--- config.mk ---
export PLATFORM = sky130hd
export DESIGN_NAME = apb3_cmd_master_flat
export DESIGN_NICKNAME = d
export VERILOG_FILES = /design/src/rtl/apb3_cmd_master_pkg.sv /design/src/rtl/apb3_cmd_master_if.sv /design/src/rtl/apb3_cmd_master_wait_timer.sv /design/src/rtl/apb3_cmd_master.sv /design/src/flat_wrapper.sv
export SDC_FILE = /design/constraint.sdc
export NUM_CORES = 1
export LEC_CHECK = 0
export CAP_MARGIN = 20
export CORE_ASPECT_RATIO = 1.75
export CORE_MARGIN = 3
export CORE_UTILIZATION = 35
export DETAILED_ROUTE_END_ITERATION = 16
export PLACE_DENSITY = 0.69
export REMOVE_ABC_BUFFERS = 1
export SLEW_MARGIN = 20
export SYNTH_ARGS = -nofsm -noshare
export SYNTH_HDL_FRONTEND = slang
export SYNTH_SLANG_ARGS = --single-unit
--- constraint.sdc ---
create_clock -name pclk -period 2.3 [get_ports pclk]
set_input_delay 0.46 -clock pclk [delete_from_list [all_inputs] [get_ports pclk]]
set_output_delay 0.46 -clock pclk [all_outputs]
set_load 0.01 [all_outputs]
--- src/rtl/apb3_cmd_master_pkg.sv ---
// rtl/apb3_cmd_master_pkg.sv - shared types and default widths for the APB3 command master
package apb3_cmd_master_pkg;

  localparam int ADDR_W_DEF = 32;
  localparam int DATA_W_DEF = 32;

  typedef enum logic [1:0] {
    IDLE   = 2'd0,
    SETUP  = 2'd1,
    ACCESS = 2'd2,
    RESP   = 2'd3
  } apb_state_e;

endpackage

--- src/rtl/apb3_cmd_master_if.sv ---
// rtl/apb3_cmd_master_if.sv - command/response stream plus APB3 bus bundle
interface apb3_cmd_master_if
  import apb3_cmd_master_pkg::*;
#(
  parameter int ADDR_W = ADDR_W_DEF,
  parameter int DATA_W = DATA_W_DEF
) ();

  logic              cmd_valid;
  logic              cmd_ready;
  logic              cmd_write;
  logic [ADDR_W-1:0] cmd_addr;
  logic [DATA_W-1:0] cmd_wdata;
  logic              rsp_valid;
  logic              rsp_ready;
  logic [DATA_W-1:0] rsp_rdata;
  logic              rsp_err;
  logic              rsp_timeout;
  logic              psel;
  logic              penable;
  logic              pwrite;
  logic [ADDR_W-1:0] paddr;
  logic [DATA_W-1:0] pwdata;
  logic [DATA_W-1:0] prdata;
  logic              pready;
  logic              pslverr;

  modport master (
    input  cmd_valid, cmd_write, cmd_addr, cmd_wdata, rsp_ready, prdata, pready, pslverr,
    output cmd_ready, rsp_valid, rsp_rdata, rsp_err, rsp_timeout,
           psel, penable, pwrite, paddr, pwdata
  );

  modport slave (
    output cmd_valid, cmd_write, cmd_addr, cmd_wdata, rsp_ready, prdata, pready, pslverr,
    input  cmd_ready, rsp_valid, rsp_rdata, rsp_err, rsp_timeout,
           psel, penable, pwrite, paddr, pwdata
  );

endinterface

--- src/rtl/apb3_cmd_master_wait_timer.sv ---
// rtl/apb3_cmd_master_wait_timer.sv - consecutive wait-state counter with expiry flag
module apb3_cmd_master_wait_timer #(
  parameter int TIMEOUT = 64
) (
  input  logic clk,
  input  logic rst_n,
  input  logic clear,
  input  logic count,
  output logic expire
);

  localparam int CW = (TIMEOUT > 0) ? $clog2(TIMEOUT + 1) : 1;
  // Expiry fires during the TIMEOUT-th waiting cycle, so compare against TIMEOUT-1.
  localparam logic [CW-1:0] LAST = CW'((TIMEOUT > 0) ? TIMEOUT - 1 : 0);

  logic [CW-1:0] cnt_q, cnt_d;

  always_comb begin
    cnt_d = cnt_q;
    if (clear) begin
      cnt_d = '0;
    end else if (count) begin
      cnt_d = cnt_q + CW'(1);
    end
  end

  always_ff @(posedge clk or negedge rst_n) begin
    if (!rst_n) begin
      cnt_q <= '0;
    end else begin
      cnt_q <= cnt_d;
    end
  end

  assign expire = (TIMEOUT > 0) && count && (cnt_q == LAST);

endmodule

--- src/rtl/apb3_cmd_master.sv ---
// rtl/apb3_cmd_master.sv - APB3 requester turning a valid/ready command stream into single transfers
module apb3_cmd_master
  import apb3_cmd_master_pkg::*;
#(
  parameter int ADDR_W  = ADDR_W_DEF,
  parameter int DATA_W  = DATA_W_DEF,
  parameter int TIMEOUT = 64
) (
  input logic                pclk,
  input logic                presetn,
  apb3_cmd_master_if.master  bus
);

  apb_state_e        state_q, state_d;
  logic              psel_q, psel_d;
  logic              penable_q, penable_d;
  logic              pwrite_q, pwrite_d;
  logic [ADDR_W-1:0] paddr_q, paddr_d;
  logic [DATA_W-1:0] pwdata_q, pwdata_d;
  logic              rsp_valid_q, rsp_valid_d;
  logic [DATA_W-1:0] rsp_rdata_q, rsp_rdata_d;
  logic              rsp_err_q, rsp_err_d;
  logic              rsp_timeout_q, rsp_timeout_d;
  logic              tmo_expire;

  apb3_cmd_master_wait_timer #(.TIMEOUT(TIMEOUT)) u_wait_timer (
    .clk    (pclk),
    .rst_n  (presetn),
    .clear  (state_q == SETUP),
    .count  ((state_q == ACCESS) && !bus.pready),
    .expire (tmo_expire)
  );

  always_comb begin
    state_d       = state_q;
    psel_d        = psel_q;
    penable_d     = penable_q;
    pwrite_d      = pwrite_q;
    paddr_d       = paddr_q;
    pwdata_d      = pwdata_q;
    rsp_valid_d   = rsp_valid_q;
    rsp_rdata_d   = rsp_rdata_q;
    rsp_err_d     = rsp_err_q;
    rsp_timeout_d = rsp_timeout_q;
    case (state_q)
      IDLE: begin
        if (bus.cmd_valid) begin
          state_d  = SETUP;
          psel_d   = 1'b1;
          pwrite_d = bus.cmd_write;
          paddr_d  = bus.cmd_addr;
          pwdata_d = bus.cmd_wdata;
        end
      end
      SETUP: begin
        state_d   = ACCESS;
        penable_d = 1'b1;
      end
      ACCESS: begin
        // pready is checked first so a completion on the limit cycle is not a timeout.
        if (bus.pready || tmo_expire) begin
          state_d       = RESP;
          psel_d        = 1'b0;
          penable_d     = 1'b0;
          rsp_valid_d   = 1'b1;
          rsp_err_d     = bus.pready ? bus.pslverr : 1'b1;
          rsp_timeout_d = !bus.pready;
          rsp_rdata_d   = (bus.pready && !pwrite_q && !bus.pslverr) ? bus.prdata : '0;
        end
      end
      RESP: begin
        if (bus.rsp_ready) begin
          state_d     = IDLE;
          rsp_valid_d = 1'b0;
        end
      end
      default: state_d = IDLE;
    endcase
  end

  always_ff @(posedge pclk or negedge presetn) begin
    if (!presetn) begin
      state_q       <= IDLE;
      psel_q        <= 1'b0;
      penable_q     <= 1'b0;
      pwrite_q      <= 1'b0;
      paddr_q       <= '0;
      pwdata_q      <= '0;
      rsp_valid_q   <= 1'b0;
      rsp_rdata_q   <= '0;
      rsp_err_q     <= 1'b0;
      rsp_timeout_q <= 1'b0;
    end else begin
      state_q       <= state_d;
      psel_q        <= psel_d;
      penable_q     <= penable_d;
      pwrite_q      <= pwrite_d;
      paddr_q       <= paddr_d;
      pwdata_q      <= pwdata_d;
      rsp_valid_q   <= rsp_valid_d;
      rsp_rdata_q   <= rsp_rdata_d;
      rsp_err_q     <= rsp_err_d;
      rsp_timeout_q <= rsp_timeout_d;
    end
  end

  // Gated by presetn so no command can appear accepted while reset is held.
  assign bus.cmd_ready   = (state_q == IDLE) && presetn;
  assign bus.psel        = psel_q;
  assign bus.penable     = penable_q;
  assign bus.pwrite      = pwrite_q;
  assign bus.paddr       = paddr_q;
  assign bus.pwdata      = pwdata_q;
  assign bus.rsp_valid   = rsp_valid_q;
  assign bus.rsp_rdata   = rsp_rdata_q;
  assign bus.rsp_err     = rsp_err_q;
  assign bus.rsp_timeout = rsp_timeout_q;

endmodule

--- src/flat_wrapper.sv ---
// flat-port wrapper written by rule: the top's interface ports become plain ports
module apb3_cmd_master_flat import apb3_cmd_master_pkg::*;
#(
  parameter int ADDR_W  = ADDR_W_DEF,
  parameter int DATA_W  = DATA_W_DEF,
  parameter int TIMEOUT = 64
)
  (pclk, presetn, bus_cmd_valid, bus_cmd_write, bus_cmd_addr, bus_cmd_wdata, bus_rsp_ready, bus_prdata, bus_pready, bus_pslverr, bus_cmd_ready, bus_rsp_valid, bus_rsp_rdata, bus_rsp_err, bus_rsp_timeout, bus_psel, bus_penable, bus_pwrite, bus_paddr, bus_pwdata);
  apb3_cmd_master_if #(.ADDR_W(ADDR_W), .DATA_W(DATA_W)) bus_i ();
  input logic pclk;
  input logic presetn;
  input wire logic [$bits(bus_i.cmd_valid)-1:0] bus_cmd_valid;
  input wire logic [$bits(bus_i.cmd_write)-1:0] bus_cmd_write;
  input wire logic [$bits(bus_i.cmd_addr)-1:0] bus_cmd_addr;
  input wire logic [$bits(bus_i.cmd_wdata)-1:0] bus_cmd_wdata;
  input wire logic [$bits(bus_i.rsp_ready)-1:0] bus_rsp_ready;
  input wire logic [$bits(bus_i.prdata)-1:0] bus_prdata;
  input wire logic [$bits(bus_i.pready)-1:0] bus_pready;
  input wire logic [$bits(bus_i.pslverr)-1:0] bus_pslverr;
  output wire logic [$bits(bus_i.cmd_ready)-1:0] bus_cmd_ready;
  output wire logic [$bits(bus_i.rsp_valid)-1:0] bus_rsp_valid;
  output wire logic [$bits(bus_i.rsp_rdata)-1:0] bus_rsp_rdata;
  output wire logic [$bits(bus_i.rsp_err)-1:0] bus_rsp_err;
  output wire logic [$bits(bus_i.rsp_timeout)-1:0] bus_rsp_timeout;
  output wire logic [$bits(bus_i.psel)-1:0] bus_psel;
  output wire logic [$bits(bus_i.penable)-1:0] bus_penable;
  output wire logic [$bits(bus_i.pwrite)-1:0] bus_pwrite;
  output wire logic [$bits(bus_i.paddr)-1:0] bus_paddr;
  output wire logic [$bits(bus_i.pwdata)-1:0] bus_pwdata;
  assign bus_i.cmd_valid = bus_cmd_valid;
  assign bus_i.cmd_write = bus_cmd_write;
  assign bus_i.cmd_addr = bus_cmd_addr;
  assign bus_i.cmd_wdata = bus_cmd_wdata;
  assign bus_i.rsp_ready = bus_rsp_ready;
  assign bus_i.prdata = bus_prdata;
  assign bus_i.pready = bus_pready;
  assign bus_i.pslverr = bus_pslverr;
  assign bus_cmd_ready = bus_i.cmd_ready;
  assign bus_rsp_valid = bus_i.rsp_valid;
  assign bus_rsp_rdata = bus_i.rsp_rdata;
  assign bus_rsp_err = bus_i.rsp_err;
  assign bus_rsp_timeout = bus_i.rsp_timeout;
  assign bus_psel = bus_i.psel;
  assign bus_penable = bus_i.penable;
  assign bus_pwrite = bus_i.pwrite;
  assign bus_paddr = bus_i.paddr;
  assign bus_pwdata = bus_i.pwdata;
  apb3_cmd_master #(.ADDR_W(ADDR_W), .DATA_W(DATA_W), .TIMEOUT(TIMEOUT)) u_core (.pclk(pclk), .presetn(presetn), .bus(bus_i));
endmodule
---- After elaboration in Yosys (flattened, before gate mapping) ----
Index checks and enable logic that the tools add are counted.
storage, ports and cells
  output and inout bits ................... 103
  register bits ........................... 111
  input port bits ......................... 103
  word-level logic and storage cells ...... 54
cells by class
  mux-type cells .......................... 15
  eq/ne operators ......................... 7
  reduce and logical (&&, ||, !) cells .... 20
  $add $sub $neg .......................... 1
operators with widths
  cell                                                                   count
  32-bit 2-to-1 mux                                                      1
  7-bit 2-to-1 mux                                                       2
  3-bit AND reduction                                                    3
  2-bit case mux with 4 select lines                                     1
  2-bit nonzero test                                                     4
  7-bit by 1-bit adder with 7-bit output, second input constant          1
  7-bit by 6-bit equality test with 1-bit output, second input constant  1
  2-bit 2-to-1 mux                                                       3
  2-bit != test, second input constant                                   3
  1-bit case mux with 2 select lines                                     3
  2-bit AND reduction                                                    3
  1-bit logical AND                                                      5
  1-bit 2-to-1 mux                                                       5
  2-bit equality test, second input constant                             2
  1-bit logical NOT                                                      3
  2-bit by 1-bit equality test with 1-bit output, second input constant  1
  2-bit logical NOT                                                      1
  1-bit logical OR                                                       1

---- Depth between registers and ports, before layout ----
  word-level depth ........................ 6
  gate-level depth with buffers ........... 8
  depth with buffers taken out ............ 5

---- By module ----
From an unflattened synthesis, not the netlist that was laid out.
second synthesis, totals
  cell total of the unflattened synthesis .. 279
  area, all modules ....................... 4485.6 µm²
modules (own cells, without submodules)
  module                      cells each  seq. area each (µm²)  area each (µm²)  times used
  apb3_cmd_master             247         2602.5                4150.2           1
  apb3_cmd_master_wait_timer  32          175.2                 335.3            1

---- Least setup slack after synthesis ----
No wires, ideal clock.
  path type ............................... reg2reg
  start point ............................. register u_core.state_q[0]
  end point ............................... register u_core.paddr_q[16], in the netlist u_core.bus.paddr[16]
  setup time .............................. 0.125 ns
  setup slack ............................. 0.519 ns
  arrival time ............................ 1.656 ns
  data required time ...................... 2.175 ns
  stages on the path, launching flop included .. 7
  buffers on the path ..................... 2
  period minus slack after synthesis ...... 1.781 ns
  cells stage by stage .................... dfrtp_1 > inv_1 > ha_1 > nand2_1 > clkbuf_1 > buf_2 > mux2_2
on the way
  cells in the longest elaborated chain, start to end .. 2
ends and longest elaborated chain
  item                           RTL line               text
  start, declared                apb3_cmd_master.sv:14  apb_state_e state_q, state_d;
  start signal, assigned         apb3_cmd_master.sv:94  state_q <= state_d;
  2-bit logical NOT              apb3_cmd_master.sv:45  case (state_q)
  2-bit AND reduction (no line)  --
  end signal, assigned           apb3_cmd_master.sv:98  paddr_q <= paddr_d;
  end, declared                  apb3_cmd_master.sv:18  logic [ADDR_W-1:0] paddr_q, paddr_d;
No other way between the ends.
A chain may end at the register's enable or synchronous reset.

---- Worst setup path in the final report ----
  start point ............................. register u_core.state_q[0]
  end point ............................... output port bus_cmd_ready
on the way
  cells in the longest elaborated chain, start to end .. 2
ends and longest elaborated chain
  item               RTL line                text
  2-bit logical NOT  apb3_cmd_master.sv:108  assign bus.cmd_ready = (state_q == IDLE) && presetn;
  1-bit logical AND  apb3_cmd_master.sv:108
  end, declared      flat_wrapper.sv:20      output wire logic [$bits(bus_i.cmd_ready)-1:0] bus_cmd_ready;
No other way between the ends.

==> impl_metrics.env <==
export IMPL_syn2layout_area_growth_pct=55.47
export IMPL_clock_latency_ps=330
export IMPL_layoutNonFillerInstCount=702
export IMPL_holdBufCountCts=0
export IMPL_hold_class="input pin to asynchronous set/reset pin"
export IMPL_worstPathRequired_ps=1840
export IMPL_postSynthAreaPerCell_sq_um=14.01
export IMPL_placementRows=54
export IMPL_yosysTopAreaCellShare_pct=60.46
export IMPL_final_fill_count=1068
export IMPL_die_y_um=157.6
export IMPL_status="finished clean"
export IMPL_finClkSkew_ps=10.13
export IMPL_critPathMaxStageDelay_ps=540
export IMPL_first_pass_iters=4
export IMPL_rsz0062_at_grt="no"
export IMPL_core_area_sq_um=12630
export IMPL_cts_resized=0
export IMPL_vias=3382
export IMPL_io_pins=206
export IMPL_multi_input_area_sq_um=1689
export IMPL_start_util_pct=36.36
export IMPL_fin_tns_setup_ps=0
export IMPL_yosysWarnings=0
export IMPL_drv_slew=0
export IMPL_ys_seq_area_share_pct=60.46
export IMPL_vdd_drop_max_mv=0.6027
export IMPL_synth_ff_type="dfrtp_1"
export IMPL_drc=0
export IMPL_max_slew_worst_pin_slew_ps=708.2
export IMPL_nNetsFinal=638
export IMPL_area_sequential_sq_um=2778
export IMPL_critPathBufInv=2
export IMPL_path_clk_slew_ps=70
export IMPL_cap_violations=0
export IMPL_overflow=0
export IMPL_post_cts_setup_buffers=0
export IMPL_antennaDiodeCount=0
export IMPL_yosysTopAreaCell="dfrtp_1"
export IMPL_ys_ff_latch=111
export IMPL_gp_congestion=0.8018
export IMPL_worst_hold_slack_ps=204.5
export IMPL_grt_pass1_vias=3548
export IMPL_drtIter0Drc=100
export IMPL_synthesis_area_sq_um=4594
export IMPL_die_area_sq_um=14590
export IMPL_finalSetupViolCount=0
export IMPL_numCtsBuffers=9
export IMPL_power_density_nw_per_um2=1301
export IMPL_synth_area_leaders="dfrtp_1 (60%), mux2_2 (16%), a221o_1 (7.0%), nor2b_1 (4.6%), ha_1 (1.6%)"
export IMPL_total_power_mw=9.292
export IMPL_synth_edf_count=0
export IMPL_fin_crit_sh_pct=95.88
export IMPL_antenna_found_initial=0
export IMPL_post_place_ws_ps=98.53
export IMPL_reg2reg_slack_ps=310
export IMPL_cts_sinks=111
export IMPL_cp_cell_sequence="inv_2 -> ha_2 -> and2_1 -> clkdlybuf4s50_1"
export IMPL_arrival_ps=1750
export IMPL_fmax_mhz=453.5
export IMPL_avgViaCountPerCell=4.818
export IMPL_cp_top_family="buffers and inverters"
export IMPL_cp_slowest_cell="clkdlybuf4s50_1"
export IMPL_critPathMaxFanout=4
export IMPL_synthArstFlopShare_pct=100.0
export IMPL_yosysUniqueCellTypes=35
export IMPL_power_leakage_nw=2.907
export IMPL_timing_hold_violations_final=0
export IMPL_relSlewSlack_pct=52.68
export IMPL_htree_num_levels=3
export IMPL_cts_tree="done"
export IMPL_grt_start_max_net_pins=112
export IMPL_drive_gt1_share_pct=17.60
export IMPL_ant_nets=0
export IMPL_die_w_um=92.61
export IMPL_track_usage_pct=15.92
export IMPL_placed_cells=686
export IMPL_wl_per_cell_um=16.95
export IMPL_synthCells=328
export IMPL_grt_pass1_wl_mm=18.55
export IMPL_cp_end_kind="primary output"
export IMPL_dp_hpwl_mm=8.804
export IMPL_totalWireLength_mm=11.90
export IMPL_portBuffers=205
export IMPL_ctsRootBufferMaster="clkbuf_16"
export IMPL_cts_buffer_depth=2
export IMPL_finalWorstSetupSlack_ps=94.74
export IMPL_start_kind="flop"
export IMPL_finalCriticalPeriod_ps=2205
export IMPL_worst_setup_path_type="flop to primary output"
[path summary, 6_finish.rpt]
kind,cells past startpoint,endpoint,start
worst max-delay path,4,bus_cmd_ready,u_core.state_q[0]
worst min-delay path,2,u_core.bus.paddr[13],presetn
worst max register to register,6,u_core.u_wait_timer.cnt_q[5],u_core.state_q[0]
worst min register to register,1,u_core.bus.pwdata[5],u_core.bus.pwdata[5]
max in group asynchronous,2,u_core.bus.rsp_rdata[14],presetn
min in group pclk,1,u_core.bus.pwdata[5],u_core.bus.pwdata[5]
[stage by stage]
stage / utilization [%] / area (sq um)
5_1_grt: 56.54 / 7143
2_1_floorplan: - / 4473
3_5_place_dp: 54.08 / 6833
3_3_place_gp: 54.04 / 6828
6_report: 56.54 / 7143
4_1_cts: 56.52 / 7141
[layout make-up]
cell class / instances / share of cell area (%)
flip-flops and latches: 111 / 38.89
well taps: 168 / 2.943
repair buffers: 212 / 29.95
clock inverters: 5 / 0.9108
inverters: 5 / 0.2627
clock buffers: 11 / 3.398
multi-input cells: 190 / 23.65
[report_power, final]
part / switching (mW) / total [mW] / internal [mW]
Combinational: 1.66 / 4.33 / 2.67
Sequential: 0.530 / 3.39 / 2.86
Clock: 0.687 / 1.57 / 0.885
Total: 2.88 / 9.29 / 6.42
[state kept, by name (all words and copies together), names as in the netlist]
signal and count:
u_core.state_q 2, u_core.bus.pwrite 1, u_core.bus.penable 1, u_core.bus.rsp_valid 1
u_core.bus.rsp_err 1, u_core.bus.pwdata 32, u_core.bus.rsp_rdata 32, u_core.bus.paddr 32
u_core.bus.rsp_timeout 1, u_core.u_wait_timer.cnt_q 7, u_core.bus.psel 1
[cells by family after synthesis]
family | synth area share, %
AO/OA/AOI/OAI | 10.32
XOR/XNOR | 0.3813
adder cells (fa/ha/maj) | 1.634
buffers and inverters | 3.050
flip-flops | 60.46
multiplexers | 16.15
AND/OR/NAND/NOR | 8.007
[layer usage]
layer  vias up  track usage (%)  wire length [um]
met1      1635            18.11              4453
met2       140            28.95              6355
met3        12            4.591               943
li1       1595                -                 -
met4         0            4.472               145
met5         -                0                 0
[cell usage after synthesis, types with 2 or more instances]
cell type	count
inv_1	5
nand2b_1	3
clkbuf_1	10
and4b_1	2
nand3_1	4
nand2_1	6
mux2_2	65
buf_6	4
buf_2	6
o21ai_0	6
a21oi_1	6
a221o_1	32
nor2b_1	34
xor2_1	2
nand3b_1	2
ha_1	6
nor2_1	5
dfrtp_1	111
or3_1	3
[cells in the final DEF, fill, tap and decap left out, types with 2 or more instances in the layout]
cell type	count
buf_12	3
inv_1	3
xor2_1	2
nand2_1	5
o21ai_0	6
nand2b_1	3
or3_1	3
nor2b_1	34
clkinv_4	3
clkbuf_16	9
a21oi_1	6
a221o_1	32
ha_1	5
clkdlybuf4s50_1	204
and4b_1	2
nand3b_1	2
inv_2	2
buf_4	5
mux2_2	65
nor2_1	4
nand3_1	4
dfrtp_1	111
Power figures use the tool's default switching activity.
